File: config.mk
export PLATFORM = sky130hd
export DESIGN_NAME = store_buffer
export DESIGN_NICKNAME = d
export VERILOG_FILES = /design/src/rtl/store_buffer.sv
export SDC_FILE = /design/constraint.sdc
export NUM_CORES = 1
export LEC_CHECK = 0
export BUFFER_PORTS_ARGS = -buffer_cell sky130_fd_sc_hd__buf_2
export CAP_MARGIN = 20
export CORE_ASPECT_RATIO = 0.75
export CORE_UTILIZATION = 25
export DETAILED_ROUTE_END_ITERATION = 12
export GPL_TIMING_DRIVEN = 0
export PLACE_DENSITY = 0.5
export REMOVE_ABC_BUFFERS = 1
export SYNTH_ARGS = -nofsm -noshare
export SYNTH_HDL_FRONTEND = slang
export SYNTH_SLANG_ARGS = --single-unit
File: constraint.sdc
create_clock -name clk -period 7.3 [get_ports clk]
set_input_delay 0.365 -clock clk [delete_from_list [all_inputs] [get_ports clk]]
set_output_delay 0.365 -clock clk [all_outputs]
set_load 0.01 [all_outputs]
File: src/rtl/store_buffer.sv
// Posted-write store buffer: lane-aligns byte/half/word stores and queues them for a req/ack memory port.
// Optional STORE_BUF_ALIGN_CHK_EN rejects misaligned half/word stores and pulses misalign.
module store_buffer #(
    parameter int DEPTH = 4
) (
    input  logic                     clk,
    input  logic                     rst,
    input  logic                     in_valid,
    output logic                     in_ready,
    input  logic [31:0]              in_addr,
    input  logic [31:0]              in_data,
    input  logic                     in_sb,
    input  logic                     in_sh,
    output logic                     mem_req,
    output logic [31:0]              mem_addr,
    output logic [31:0]              mem_wdata,
    output logic [3:0]               mem_be,
    input  logic                     mem_ack,
    output logic                     empty,
    output logic [$clog2(DEPTH):0]   count,
    output logic                     misalign
);
    localparam int PW = $clog2(DEPTH);
    localparam int CW = PW + 1;

    logic [31:0]   addr_q  [DEPTH];
    logic [31:0]   wdata_q [DEPTH];
    logic [3:0]    be_q    [DEPTH];
    logic [PW-1:0] wr_ptr_q, wr_ptr_d;
    logic [PW-1:0] rd_ptr_q, rd_ptr_d;
    logic [CW-1:0] count_q, count_d;

    logic [1:0]  a;
    logic [3:0]  be_d;
    logic [31:0] wdata_d;
    logic        accept, push, pop, bad_align;

    assign a = in_addr[1:0];

    always_comb begin
        be_d    = 4'b1111;
        wdata_d = in_data;
        if (in_sb) begin
            be_d    = 4'b0001 << a;
            wdata_d = {4{in_data[7:0]}};
        end else if (in_sh) begin
            be_d    = a[1] ? 4'b1100 : 4'b0011;
            wdata_d = {2{in_data[15:0]}};
        end
    end

`ifdef STORE_BUF_ALIGN_CHK_EN
    logic misalign_q;
    // Rejected stores still complete the handshake so the pipeline never retries them.
    assign bad_align = in_sb ? 1'b0 : (in_sh ? a[0] : (a != 2'b00));
    always_ff @(posedge clk) begin
        if (rst) misalign_q <= 1'b0;
        else     misalign_q <= accept && bad_align;
    end
    assign misalign = misalign_q;
`else
    assign bad_align = 1'b0;
    assign misalign  = 1'b0;
`endif

    assign in_ready = (count_q != CW'(DEPTH));
    assign accept   = in_valid && in_ready;
    assign push     = accept && !bad_align;
    assign pop      = mem_req && mem_ack;

    always_comb begin
        wr_ptr_d = push ? wr_ptr_q + PW'(1) : wr_ptr_q;
        rd_ptr_d = pop  ? rd_ptr_q + PW'(1) : rd_ptr_q;
        count_d  = count_q;
        case ({push, pop})
            2'b10:   count_d = count_q + CW'(1);
            2'b01:   count_d = count_q - CW'(1);
            default: count_d = count_q;
        endcase
    end

    always_ff @(posedge clk) begin
        if (rst) begin
            wr_ptr_q <= '0;
            rd_ptr_q <= '0;
            count_q  <= '0;
        end else begin
            wr_ptr_q <= wr_ptr_d;
            rd_ptr_q <= rd_ptr_d;
            count_q  <= count_d;
        end
    end

    // Entry storage is reset so the head reads zero until the first store lands.
    for (genvar gi = 0; gi < DEPTH; gi++) begin : g_entry
        always_ff @(posedge clk) begin
            if (rst) begin
                addr_q[gi]  <= '0;
                wdata_q[gi] <= '0;
                be_q[gi]    <= '0;
            end else if (push && (wr_ptr_q == PW'(gi))) begin
                addr_q[gi]  <= {in_addr[31:2], 2'b00};
                wdata_q[gi] <= wdata_d;
                be_q[gi]    <= be_d;
            end
        end
    end

    assign empty     = (count_q == '0);
    assign count     = count_q;
    assign mem_req   = !empty;
    assign mem_addr  = addr_q[rd_ptr_q];
    assign mem_wdata = wdata_q[rd_ptr_q];
    assign mem_be    = mem_req ? be_q[rd_ptr_q] : 4'b0000;
endmodule

==> results of run 1 <==
logic make-up (layout without fill, tap and decap cells):
family                   Yosys count  in the layout  share of synthesized area (%)
AO/OA/AOI/OAI                     16             16                          0.847
multiplexers                      99             99                           15.1
buffers and inverters             58            219                           2.58
other                              1              3                         0.0309
XOR/XNOR                           3              3                          0.217
adder cells (fa/ha/maj)            6              6                          0.681
flip-flops                       273            273                           66.9
AND/OR/NAND/NOR                  295            295                           13.6
worst max path at each step:
stage,endpoint,slack [ns],cells after the start
CTS,mem_be[2],4.49,4
detailed placement,count[2],4.86,9
global placement,mem_be[1],1.53,3
global route,mem_be[2],4.43,4
finish,mem_be[0],4.61,4
floorplan,mem_be[0],3.32,2
registers in the layout, summed over array words and instances (netlist names), named ones only:
register	cells
be_q	16
addr_q	120
count	3
wdata_q	128
rd_ptr_q	2
wr_ptr_q	2
through the flow:
step           util (%)  hold slack [ns]  worst slack (ns)
2_1_floorplan         -            0.434              3.32
3_3_place_gp       28.1            0.470              1.53
3_5_place_dp       28.8            0.475              4.86
4_1_cts            30.9           0.0706              4.49
5_1_grt            31.0           0.0926              4.43
6_report           31.0            0.112              4.61
cell type report:
type	count	area (sq um)	share of cell area (%)
Sequential cell	273	8120	55.1
Multi-Input combinational cell	422	3740	25.4
Timing Repair Buffer	156	1060	7.19
Tap cell	639	800	5.43
Clock buffer	37	798	5.42
Clock inverter	17	190	1.29
Inverter	9	33.8	0.229
cells in the final DEF, fill, tap and decap left out, types with 3 or more instances in the layout:
cell	instances
a21oi_1	6
clkbuf_1	6
dfxtp_1	7
clkinv_1	3
clkbuf_16	31
buf_16	10
and2_1	130
buf_12	3
mux4_2	66
edfxtp_1	264
inv_1	9
and2_4	23
nand4b_2	4
nor2_1	122
ha_1	5
conb_1	3
mux2_2	8
buf_2	141
xor2_1	3
bufinv_16	4
nor2b_1	4
clkinv_2	7
a21o_4	4
mux2i_1	24
worst max-delay path, stage by stage (launching register included):
cell and delay [ns]:
dfxtp_4 0.64, buf_12 0.28, mux4_2 0.55, nor2b_1 0.15
buf_2 0.13
layer usage:
layer,share of wire (%),vias to the layer above
met5,0.055,-
met1,45,3335
met4,1.8,2
met3,4.9,37
met2,48,174
li1,-,3056
power by group through the flow:
| stage | clock network (uW) | registers, uW | logic, uW |
|---|---|---|---|
| floorplan | 0 | 2070 | 595 |
| global placement | 0 | 2150 | 995 |
| detailed placement | 0 | 2040 | 1110 |
| CTS | 1590 | 2010 | 1120 |
| global route | 1650 | 2020 | 1180 |
| finish | 1540 | 2000 | 1080 |
==> flow_metrics.py, run 1 <==
metrics = {
    "timing": {
        "slew_viol_final": 0,
        "tightest_slew_ns": 0.722,
        "rsz0062_at_grt": "false",
        "hold_viol_final": 0,
        "max_freq_mhz": 372,
        "max_slew_margin_pct": 51.9,
        "setup_violations": 0,
        "final.setup.tns_ns": 0,
        "period_minus_slack_ns": 2.69,
        "timing.final.crit_share_pct": 36.8,
        "clock_skew_ns": 0.00876,
    },
    "clocking": {
        "insertion_delay_ns": 0.56,
        "clock_tree.root_cell": "clkbuf_16",
        "cts_resized": 0,
        "cts_tree": "yes",
        "cts-htree-levels": 1,
        "hold_buffers": 0,
        "path_clk_slew_ns": 0.07,
        "postCtsSetupRepairBufs": 0,
        "clock_sinks": 273,
        "cts_inserted_buffers": 30,
        "cts_buffer_depth": 3,
    },
    "yosys": {
        "ys_seq_area_share_pct": 66.9,
        "synth.avg_cell_area_sq_um": 16.1,
        "synthCells": 751,
        "yosys.cell_types.count": 34,
        "ys_ff_latch": 273,
        "synthTopCellsByCount": "edfxtp_1 (264), and2_1 (130), nor2_1 (122)",
        "synth_top_area_share_pct": 65.4,
        "synth_edf_count": 264,
        "synth_top_flop_cell": "edfxtp_1",
        "synth_area_leader_cell": "edfxtp_1",
        "synth.most_common_cell": "edfxtp_1",
        "ys_warn_count": 0,
        "syn_area_sq_mm": 0.0121,
        "async_flop_share_pct": 0,
        "synthTopCellsByArea": "edfxtp_1 (65%), mux4_2 (12%), and2_1 (6.7%), nor2_1 (3.8%), mux2i_1 (2.0%)",
    },
    "grt": {
        "gr-usage-all-layers_pct": 12.5,
        "globalRoute.busiestLayer": "met2",
        "grt_pass1_wl_um": 45800,
        "grt_use_met2_pct": 21.5,
        "grt_use_met3_pct": 2.55,
        "grt_antenna_before_repair": 1,
        "grt_max_degree": 50,
        "grt_pass1_vias": 7056,
        "gr-total-overflow": 0,
        "met1_usage_pct": 16.3,
    },
    "route": {
        "avgViaCountPerCell": 4.25,
        "ant_nets": 0,
        "drt-total-wl_um": 30800,
        "drtPass1Iterations": 4,
        "drc_errors": 0,
        "routedWlPerCell_um": 19.8,
        "drtIter0Drc": 403,
        "dr_total_vias": 6604,
    },
    "layout": {
        "antennaDiodeCount": 0,
        "stdcell_count": 1553,
        "nets": 968,
        "postLayoutCellArea_sq_mm": 0.0147,
        "nFillCells": 4691,
        "drive_above_1_share_pct": 34.4,
        "synthToLayoutAreaGrowth_pct": 21.6,
    },
    "power": {
        "swShare_pct": 27.8,
        "powerDensity_mw_per_mm2": 314,
        "p_switching_uw": 1290,
        "p_int_uw": 3340,
        "peakVddDrop_mv": 0.132,
        "seq_power_share_pct": 43.2,
        "power_frac_comb_pct": 23.4,
        "finalPower_uw": 4620,
        "clkPwrFrac_pct": 33.3,
        "leakage_uw": 0.00557,
    },
    "placed_design": {
        "placed_area_sq_mm": 0.0137,
        "io_buffers": 141,
        "place_congestion": 0.670,
        "placedCellCount": 1497,
        "hpwl_um": 18300,
    },
    "die": {
        "die_w_um": 256,
        "rows": 69,
        "core_sq_mm": 0.0476,
        "die_y_um": 193,
        "io-pin-count": 145,
        "dieArea_sq_mm": 0.0494,
        "start_util_pct": 25.5,
    },
    "setup_path": {
        "worstPathArrival_ns": 2.32,
        "regToRegStartpoint": "count[2]",
        "end_kind": "output pin",
        "startpoint_type": "register",
        "critical_path_class": "register to output pin",
        "r2r_setup_slack_ns": 4.86,
        "reg2reg_to": "count[2]",
        "crit_fanout": 22,
        "reg2reg_depth": 9,
        "required_ns": 6.93,
    },
    "job": {
        "maxCapViolCount": 0,
    },
    "hold_path": {
        "hold_start": "in_addr[16]",
        "holdCritPathClass": "input port to register",
        "min_to": "addr_q[2][14]",
        "whs_path_depth": 2,
    },
    "status": {
        "outcome": "completed",
    },
}
(Power assumes the default switching activity.)
==> run 2: changes to the inputs <==
Clock period 7.3 ns to 2.5 ns, I/O delays scaled along.
==> flow_metrics.py, run 2 (same netlist as run 1, synthesis figures left out) <==
metrics = {
    "layout": {
        "regMostFlops": "wdata_q",
        "drive_above_1_share_pct": 32.6,
        "synthToLayoutAreaGrowth_pct": 26.7,
        "layout_common_cells": "edfxtp_1 (264), buf_2 (141), and2_1 (130), nor2_1 (122), mux4_2 (66)",
        "nets": 1029,
        "largest_reg_flops": 128,
        "largest_registers": "wdata_q (128), addr_q (120), be_q (16)",
        "nFillCells": 4657,
        "fin_util_pct": 32.3,
        "final_common_cell": "edfxtp_1",
    },
    "route": {
        "avgViaCountPerCell": 4.22,
        "drt-total-wl_um": 30900,
        "drc_errors": 0,
        "drtIter0Drc": 386,
        "dr_total_vias": 6823,
        "ant_nets": 0,
        "drtPass1Iterations": 4,
        "routedWlPerCell_um": 19.1,
    },
    "setup_path": {
        "startpoint_type": "register",
        "worstPathArrival_ns": 2.83,
        "required_ns": 2.99,
        "crit_fanout": 6,
        "critical_path_class": "register to register",
        "end_kind": "register",
    },
    "grt": {
        "grt_pass1_wl_um": 46400,
        "gr-usage-all-layers_pct": 12.6,
        "grt_antenna_before_repair": 1,
        "gr-total-overflow": 0,
        "grt_max_degree": 50,
        "grt_pass1_vias": 7289,
    },
    "timing": {
        "setup_violations": 0,
        "max_slew_margin_pct": 51.9,
        "hold_ws_ns": 0.0215,
        "tightest_slew_ns": 0.721,
        "timing.final.crit_share_pct": 93.5,
        "final.setup.tns_ns": 0,
        "period_minus_slack_ns": 2.34,
        "hold_viol_final": 0,
        "clock_skew_ns": 0.00892,
        "rsz0062_at_grt": "false",
        "max_freq_mhz": 428,
        "slew_viol_final": 0,
    },
    "clocking": {
        "insertion_delay_ns": 0.55,
        "clock_tree.root_cell": "clkbuf_16",
        "clock_sinks": 273,
        "cts_buffer_depth": 3,
        "path_clk_slew_ns": 0.06,
        "cts_tree": "yes",
        "cts-htree-levels": 1,
        "cts_resized": 0,
        "cts_inserted_buffers": 30,
    },
    "power": {
        "leakage_uw": 0.00584,
        "p_switching_uw": 3780,
        "p_int_uw": 9860,
        "seq_power_share_pct": 42.2,
        "peakVddDrop_mv": 0.384,
        "swShare_pct": 27.7,
        "clkPwrFrac_pct": 33.0,
        "powerDensity_mw_per_mm2": 888,
        "power_frac_comb_pct": 24.8,
    },
    "placed_design": {
        "io_buffers": 141,
        "place_congestion": 0.670,
        "hpwl_um": 18300,
    },
    "die": {
        "io-pin-count": 145,
        "die_w_um": 256,
        "core_sq_mm": 0.0476,
        "rows": 69,
        "dieArea_sq_mm": 0.0494,
        "start_util_pct": 25.5,
        "die_y_um": 193,
    },
    "hold_path": {
        "holdCritPathClass": "input port to register",
    },
    "job": {
        "maxCapViolCount": 0,
    },
    "status": {
        "outcome": "completed",
    },
}
## run 2: per-stage QoR
step / cells / worst slack, ns / area (sq um) / power [uW]
2_1_floorplan: 704 / -1.24 / 11800 / 7780
4_1_cts: 1611 / 0.0405 / 15300 / 13900
6_report: 1616 / 0.163 / 15400 / 13600
3_5_place_dp: 1497 / 0.0632 / 13700 / 9210
3_3_place_gp: 1484 / -3.03 / 13400 / 8730
5_1_grt: 1615 / 0.0488 / 15400 / 14300
## run 2: cell type report
class | count | area [sq um] | area share, %
clock buffer | 37 | 798 | 5.20
timing repair buffer | 217 | 1670 | 10.9
clock inverter | 17 | 190 | 1.24
tap | 639 | 800 | 5.21
multi-input combinational | 422 | 3740 | 24.4
antenna | 2 | 5.00 | 0.0326
sequential | 273 | 8120 | 52.9
inverter | 9 | 33.8 | 0.220
## run 2: what timing repair did
item                                   in CTS  in global routing
buffers inserted                            3                  1
endpoints found under the hold margin     217                  0
setup endpoints to repair                   5                  1
hold buffers                               57                  0
## run 2: final timing paths
kind	cells past startpoint	slack [ns]	to	startpoint
worst max-delay path	9	0.16	count[2]	count[2]
worst min register to register	2	0.50	register	rd_ptr_q[1]
worst min-delay path	2	0.02	wdata_q[2][7]	in_data[7]
worst max register to register	9	0.16	count[2]	count[2]
## run 2: power groups by stage
stage          Clock (uW)  Sequential (uW)  Combinational (uW)
3_5_place_dp            0             5950                3250
5_1_grt              4830             5820                3690
2_1_floorplan           0             6040                1740
6_report             4500             5760                3380
4_1_cts              4640             5770                3490
3_3_place_gp            0             6150                2570
## run 2: layer usage
layer  vias to the layer above  wire length, um  track usage, %
met5                         -                0               0
met4                         0              548            2.49
met3                        35             1520            2.42
met2                       168            15000            21.8
met1                      3438            13900            16.5
li1                       3182                -               -
## run 2: critical path, stage by stage, from the launching register on
cell	delay (ns)
dfxtp_1	0.39
or3b_4	0.42
and2_4	0.20
inv_1	0.06
ha_1	0.17
inv_1	0.06
fa_1	0.37
xor2_1	0.16
or3_1	0.30
a21oi_1	0.14
